--- config.mk ---
export PLATFORM = sky130hd
export DESIGN_NAME = ram_sp_arbiter
export DESIGN_NICKNAME = d
export VERILOG_FILES = /design/src/rtl/ram_arb_pkg.sv /design/src/rtl/rd_tag_pipe.sv /design/src/rtl/ram_sp_arbiter.sv
export SDC_FILE = /design/constraint.sdc
export NUM_CORES = 1
export LEC_CHECK = 0
export BUFFER_PORTS_ARGS = -buffer_cell sky130_fd_sc_hd__buf_4
export CORE_MARGIN = 5
export CORE_UTILIZATION = 45
export CTS_CLUSTER_SIZE = 16
export DETAILED_ROUTE_END_ITERATION = 8
export PLACE_DENSITY = 0.74
export SKIP_LAST_GASP = 1
export SLEW_MARGIN = 40
export SYNTH_ARGS = -nofsm -noshare
export SYNTH_HDL_FRONTEND = slang
export SYNTH_SLANG_ARGS = --single-unit
export TNS_END_PERCENT = 30
--- constraint.sdc ---
create_clock -name sys_clk -period 2.45 [get_ports sys_clk]
set_clock_uncertainty 0.15 [all_clocks]
set_input_delay 0 -clock sys_clk [delete_from_list [all_inputs] [get_ports sys_clk]]
set_output_delay 0 -clock sys_clk [all_outputs]
set_load 0.1 [all_outputs]
--- src/rtl/ram_arb_pkg.sv ---
// Shared types for the single-port RAM arbiter: FSM states, owner tags and
// the read-tracking tag carried alongside each read in flight.
package ram_arb_pkg;

    typedef enum logic {
        ST_INIT = 1'b0,
        ST_RUN  = 1'b1
    } arb_state_e;

    typedef enum logic {
        OWN_A = 1'b0,
        OWN_B = 1'b1
    } owner_e;

    typedef struct packed {
        logic   valid;
        owner_e owner;
    } rd_tag_t;

    localparam int RAM_ADDR_W_DEF = 10;

    function automatic int ram_depth(input int addr_w);
        return 1 << addr_w;
    endfunction

endpackage

--- src/rtl/rd_tag_pipe.sv ---
// Shift register of {valid, owner} tags that tracks reads through the RAM
// latency so returned data can be steered to the requester that issued it.
module rd_tag_pipe
    import ram_arb_pkg::*;
#(
    parameter int DEPTH = 3
) (
    input  logic    clk_i,
    input  logic    rst_i,
    input  rd_tag_t tag_i,
    output rd_tag_t tag_o
);

    rd_tag_t pipe_q [DEPTH];

    always_ff @(posedge clk_i or posedge rst_i) begin
        if (rst_i) begin
            for (int k = 0; k < DEPTH; k++) begin
                pipe_q[k] <= '0;
            end
        end else begin
            pipe_q[0] <= tag_i;
            for (int k = 1; k < DEPTH; k++) begin
                pipe_q[k] <= pipe_q[k-1];
            end
        end
    end

    assign tag_o = pipe_q[DEPTH-1];

endmodule

--- src/rtl/ram_sp_arbiter.sv ---
// Two-requester round-robin front end for one single-port RAM; clears the RAM
// after reset. Define ARB_FIXED_PRIO_EN to make A always win a tie instead.
module ram_sp_arbiter
    import ram_arb_pkg::*;
#(
    parameter int                ADDR_W   = RAM_ADDR_W_DEF,
    parameter int                DATA_W   = 16,
    parameter int                RD_LAT   = 2,
    parameter logic [DATA_W-1:0] INIT_VAL = '0
) (
    input  logic              sys_clk,
    input  logic              sys_rst,
    input  logic              a_req,
    input  logic              a_we,
    input  logic [ADDR_W-1:0] a_addr,
    input  logic [DATA_W-1:0] a_wdata,
    output logic              a_gnt,
    output logic              a_rvalid,
    output logic [DATA_W-1:0] a_rdata,
    input  logic              b_req,
    input  logic              b_we,
    input  logic [ADDR_W-1:0] b_addr,
    input  logic [DATA_W-1:0] b_wdata,
    output logic              b_gnt,
    output logic              b_rvalid,
    output logic [DATA_W-1:0] b_rdata,
    output logic              ram_en,
    output logic              ram_we,
    output logic [ADDR_W-1:0] ram_addr,
    output logic [DATA_W-1:0] ram_din,
    input  logic [DATA_W-1:0] ram_dout,
    output logic              init_done
);

    localparam logic [ADDR_W-1:0] LAST_ADDR = ADDR_W'(ram_depth(ADDR_W) - 1);

    arb_state_e        state_q, state_d;
    logic [ADDR_W-1:0] cnt_q, cnt_d;
    owner_e            rr_last_q, rr_last_d;
    logic              init_done_q, init_done_d;
    logic              ram_en_q, ram_en_d;
    logic              ram_we_q, ram_we_d;
    logic [ADDR_W-1:0] ram_addr_q, ram_addr_d;
    logic [DATA_W-1:0] ram_din_q, ram_din_d;
    logic              a_rvalid_q, b_rvalid_q;
    logic [DATA_W-1:0] a_rdata_q, b_rdata_q;
    logic              a_wins_tie;
    rd_tag_t           tag_in, tag_out;

    // Handshake: a requester holds req/we/addr/wdata stable until it sees gnt;
    // the transfer happens at the clock edge where req && gnt are both high.
    // Grants open only once init_done is up, so no client command overlaps init.
`ifdef ARB_FIXED_PRIO_EN
    assign a_wins_tie = 1'b1;
`else
    assign a_wins_tie = (rr_last_q == OWN_B);
`endif

    assign a_gnt = init_done_q && a_req && (!b_req ||  a_wins_tie);
    assign b_gnt = init_done_q && b_req && (!a_req || !a_wins_tie);

    always_comb begin
        state_d     = state_q;
        cnt_d       = cnt_q;
        rr_last_d   = rr_last_q;
        init_done_d = init_done_q;
        ram_en_d    = 1'b0;
        ram_we_d    = 1'b0;
        ram_addr_d  = ram_addr_q;
        ram_din_d   = ram_din_q;
        case (state_q)
            ST_INIT: begin
                ram_en_d   = 1'b1;
                ram_we_d   = 1'b1;
                ram_addr_d = cnt_q;
                ram_din_d  = INIT_VAL;
                cnt_d      = cnt_q + 1'b1;
                if (cnt_q == LAST_ADDR) begin
                    state_d = ST_RUN;
                end
            end
            ST_RUN: begin
                init_done_d = 1'b1;
                if (a_gnt) begin
                    ram_en_d   = 1'b1;
                    ram_we_d   = a_we;
                    ram_addr_d = a_addr;
                    ram_din_d  = a_wdata;
                    rr_last_d  = OWN_A;
                end else if (b_gnt) begin
                    ram_en_d   = 1'b1;
                    ram_we_d   = b_we;
                    ram_addr_d = b_addr;
                    ram_din_d  = b_wdata;
                    rr_last_d  = OWN_B;
                end
            end
            default: state_d = ST_INIT;
        endcase
    end

    always_comb begin
        tag_in       = '0;
        tag_in.valid = (a_gnt && !a_we) || (b_gnt && !b_we);
        tag_in.owner = b_gnt ? OWN_B : OWN_A;
    end

    // One extra stage beyond RD_LAT: the tag leaves the pipe in the cycle
    // ram_dout is valid, and the return registers below capture both.
    rd_tag_pipe #(
        .DEPTH (RD_LAT + 1)
    ) u_rd_tag_pipe (
        .clk_i (sys_clk),
        .rst_i (sys_rst),
        .tag_i (tag_in),
        .tag_o (tag_out)
    );

    always_ff @(posedge sys_clk or posedge sys_rst) begin
        if (sys_rst) begin
            state_q     <= ST_INIT;
            cnt_q       <= '0;
            rr_last_q   <= OWN_B;
            init_done_q <= 1'b0;
            ram_en_q    <= 1'b0;
            ram_we_q    <= 1'b0;
            ram_addr_q  <= '0;
            ram_din_q   <= '0;
            a_rvalid_q  <= 1'b0;
            b_rvalid_q  <= 1'b0;
            a_rdata_q   <= '0;
            b_rdata_q   <= '0;
        end else begin
            state_q     <= state_d;
            cnt_q       <= cnt_d;
            rr_last_q   <= rr_last_d;
            init_done_q <= init_done_d;
            ram_en_q    <= ram_en_d;
            ram_we_q    <= ram_we_d;
            ram_addr_q  <= ram_addr_d;
            ram_din_q   <= ram_din_d;
            a_rvalid_q  <= tag_out.valid && (tag_out.owner == OWN_A);
            b_rvalid_q  <= tag_out.valid && (tag_out.owner == OWN_B);
            if (tag_out.valid && (tag_out.owner == OWN_A)) begin
                a_rdata_q <= ram_dout;
            end
            if (tag_out.valid && (tag_out.owner == OWN_B)) begin
                b_rdata_q <= ram_dout;
            end
        end
    end

    assign ram_en    = ram_en_q;
    assign ram_we    = ram_we_q;
    assign ram_addr  = ram_addr_q;
    assign ram_din   = ram_din_q;
    assign a_rvalid  = a_rvalid_q;
    assign a_rdata   = a_rdata_q;
    assign b_rvalid  = b_rvalid_q;
    assign b_rdata   = b_rdata_q;
    assign init_done = init_done_q;

endmodule

==> results.yml <==
sta:
  finalCritPeriodShare_pct: 89.3
  maxSlewViolCount: 0
  setup_slack_ps: 263
  hold_viol: 0
  final.setup.tns_ps: 0
  rsz0062_at_grt: "false"
  setup_viol: 0
  relSlewSlack_pct: 49.7
  min_period_ps: 2190
  fmax_ghz: 0.457
  worstMarginPinSlew_ps: 751
yosys:
  synth-edff-count: 0
  syn_inst: 288
  yosysTopAreaCell: "dfrtp_1"
  async_flop_share_pct: 100
  syn_avg_cell_area_um2: 12.0
  synth.area.top_cells: "dfrtp_1, mux2_2, a211oi_2"
  yosysWarningCount: 0
  synthFlopType: "dfrtp_1"
  yosysMostFrequentCell: "dfrtp_1"
  synth.top_cell.area_share_pct: 57.8
  ys_ff_latch: 81
  syn_nets: 363
  yosysUniqueCellTypes: 35
  syn_area_um2: 3460
  synth_common_cells: "dfrtp_1, mux2_2, nor2_1"
  ys_seq_area_share_pct: 58.6
pwr:
  static-leakage-power_nw: 2.63
  seq_power_share_pct: 43.3
  netSwitchingFraction_pct: 28.9
  p_int_mw: 2.28
  pwr-share-clk_pct: 37.5
  net-switching-power_mw: 0.930
  power_frac_comb_pct: 19.2
  powerDensity_nw_per_um2: 576
  vdd.ir_drop.worst_uv: 376
final_layout:
  finalNetCount: 573
  final_layout_size_suffix_gt1_share_pct: 41.9
  syn2layout_area_growth_pct: 61.1
  diodes: 0
detailed_routing:
  vias: 3149
  wl_per_cell_um: 16.8
  ant_nets: 0
  vias_per_cell: 5.20
  totalWireLength_mm: 10.1
  firstDrtPassIters: 4
  post-route-drc-count: 0
  first_iter_violations: 170
worst_setup_path:
  rr_worst_depth: 4
  r2r-end: "ram_din[15]$_DFFE_PP0P_"
  required_ps: 2580
  reg2reg_from: "a_wins_tie$_DFFE_PP1P_"
  path_depth: 4
  cp_max_fo: 17
  cpPeakStageDelay_ps: 580
  cp_top_family: "buffers and inverters"
  endpoint: "ram_din[15]$_DFFE_PP0P_"
  worstPathArrival_ps: 2320
  start_kind: "flop"
  worst-setup-path-type: "reg2reg"
  r2r_slack_ps: 260
  crit_buf_inv: 1
  endpoint_kind: "flop"
  crit_start: "a_wins_tie$_DFFE_PP1P_"
  crit_slowest_cell: "dlygate4sd3_1"
  crit_path_cell_trace: "nor2b_2 -> or2_2 -> a211oi_1 -> dlygate4sd3_1"
floorplanning:
  start_util_pct: 45.5
  die_y_um: 97.7
  coreArea_um2: 7610
  die_area_um2: 9550
  die_w_um: 97.7
  io_pins: 139
  row_count: 32
clock_tree:
  postCtsSetupRepairBufs: 0
  clock_latency_ps: 340
  cts_buffer_depth: 2
  htree_num_levels: 3
  clock-sinks: 81
  tritoncts: "yes"
  clkTransAtPathRegs_ps: 80
  cts_buffers: 9
  cts_root_buf: "clkbuf_8"
global_routing:
  grt_max_degree: 48
  grt_pass1_vias: 3304
  grt_overflow: 0
  antenna_found_initial: 0
  track_usage_pct: 21.7
  grt_pass1_wl_mm: 16.8
place:
  gp_congestion: 0.747
  pre_cts_slack_ps: 595
  hpwl_mm: 6.34
  io_buffer_count: 138
min_path:
  hold_path.class: "in2reg"
  min_from: "a_req"
status:
  run_status: "finished clean"
flow_run:
  maxCapViolCount: 0
[worst min path at each step]
stage | endpoint | cells after the start
after CTS | u_rd_tag_pipe.pipe_q[4]$_DFF_PP0_ | 3
after detailed placement | ram_addr[4]$_DFFE_PP0P_ | 2
final | u_rd_tag_pipe.pipe_q[4]$_DFF_PP0_ | 3
after floorplan | a_rdata[10]$_DFFE_PP0P_ | 1
after global placement | ram_addr[4]$_DFFE_PP0P_ | 2
after global routing | u_rd_tag_pipe.pipe_q[4]$_DFF_PP0_ | 3
[sequential cells by signal, indices dropped and copies added (netlist names)]
name and count:
a_rdata 16, a_rvalid 1, a_wins_tie 1, b_rdata 16, b_rvalid 1, cnt_q 10
init_done 1, ram_addr 10, ram_din 16, ram_en 1, ram_we 1, state_q 1
u_rd_tag_pipe.pipe_q 4, u_rd_tag_pipe.tag_o 2
[metrics by stage]
step / hold WS, ps / util (%) / instances / power (mW) / cell area (um2)
global placement: -39.5 / 60.3 / 515 / 1.95 / 4590
detailed placement: -37.6 / 60.3 / 515 / 1.96 / 4590
finish: 70.5 / 73.3 / 605 / 3.21 / 5580
floorplan: 0.470 / - / 288 / 1.77 / 3470
global route: 87.5 / 73.3 / 605 / 3.33 / 5580
CTS: 53.2 / 73.3 / 605 / 3.24 / 5580
[metal layers]
layer	GRT usage, %	vias up	routed length, um
met5	0	-	0
met4	6.50	0	87
met3	4.88	10	619
met2	36.9	136	5190
met1	27.7	1534	4240
li1	-	1469	-
[power by group through the flow]
stage	registers [mW]	logic [mW]	clock network (mW)
2_1_floorplan	1.69	0.0763	0
3_3_place_gp	1.42	0.531	0
3_5_place_dp	1.42	0.536	0
4_1_cts	1.39	0.613	1.23
5_1_grt	1.40	0.643	1.28
6_report	1.39	0.615	1.21
[placed cells by master (no fill, tap or decap), types with 2 or more instances in the layout]
master and instances:
a211oi_1 6, a211oi_2 10, a21oi_1 12, buf_4 142, bufinv_16 3, clkbuf_8 9, dfrtp_1 79, dlygate4sd3_1 74
inv_1 8, mux2_2 33, nand2_1 10, nand2b_1 10, nand4_1 2, nor2_1 19, nor3_1 17, o21ai_0 16
o22ai_1 9, o32ai_1 11, xnor2_1 6, xor2_1 3
[worst min-delay path, cell delays in order]
cell and delay, ps:
buf_4 110, a21bo_2 310, nor2_2 90
[kinds of logic (layout without fill, tap and decap cells)]
group / after synthesis / after routing / synth area share [%]
XOR/XNOR: 9 / 9 / 2.28
flip-flops: 81 / 81 / 58.6
AO/OA/AOI/OAI: 72 / 72 / 15.2
adder cells (fa/ha/maj): 1 / 1 / 0.361
AND/OR/NAND/NOR: 65 / 65 / 9.07
multiplexers: 33 / 33 / 10.7
buffers and inverters: 27 / 242 / 3.76
[cell type report]
cell class / count / area [um2]
flip-flops and latches: 81 / 2030
multi-input cells: 180 / 1310
clock buffers: 9 / 124
well taps: 102 / 128
clock inverters: 7 / 126
repair buffers: 217 / 1830
inverters: 9 / 35.0
fillers: 549 / 2030
[timing repair]
item                                    4_1_cts  5_1_grt
resized for setup                             0        1
endpoints found under the setup margin        0        1
hold endpoints to repair                     95        0
hold buffers                                 74        0
No activity file was read; power rests on OpenSTA's default activity.
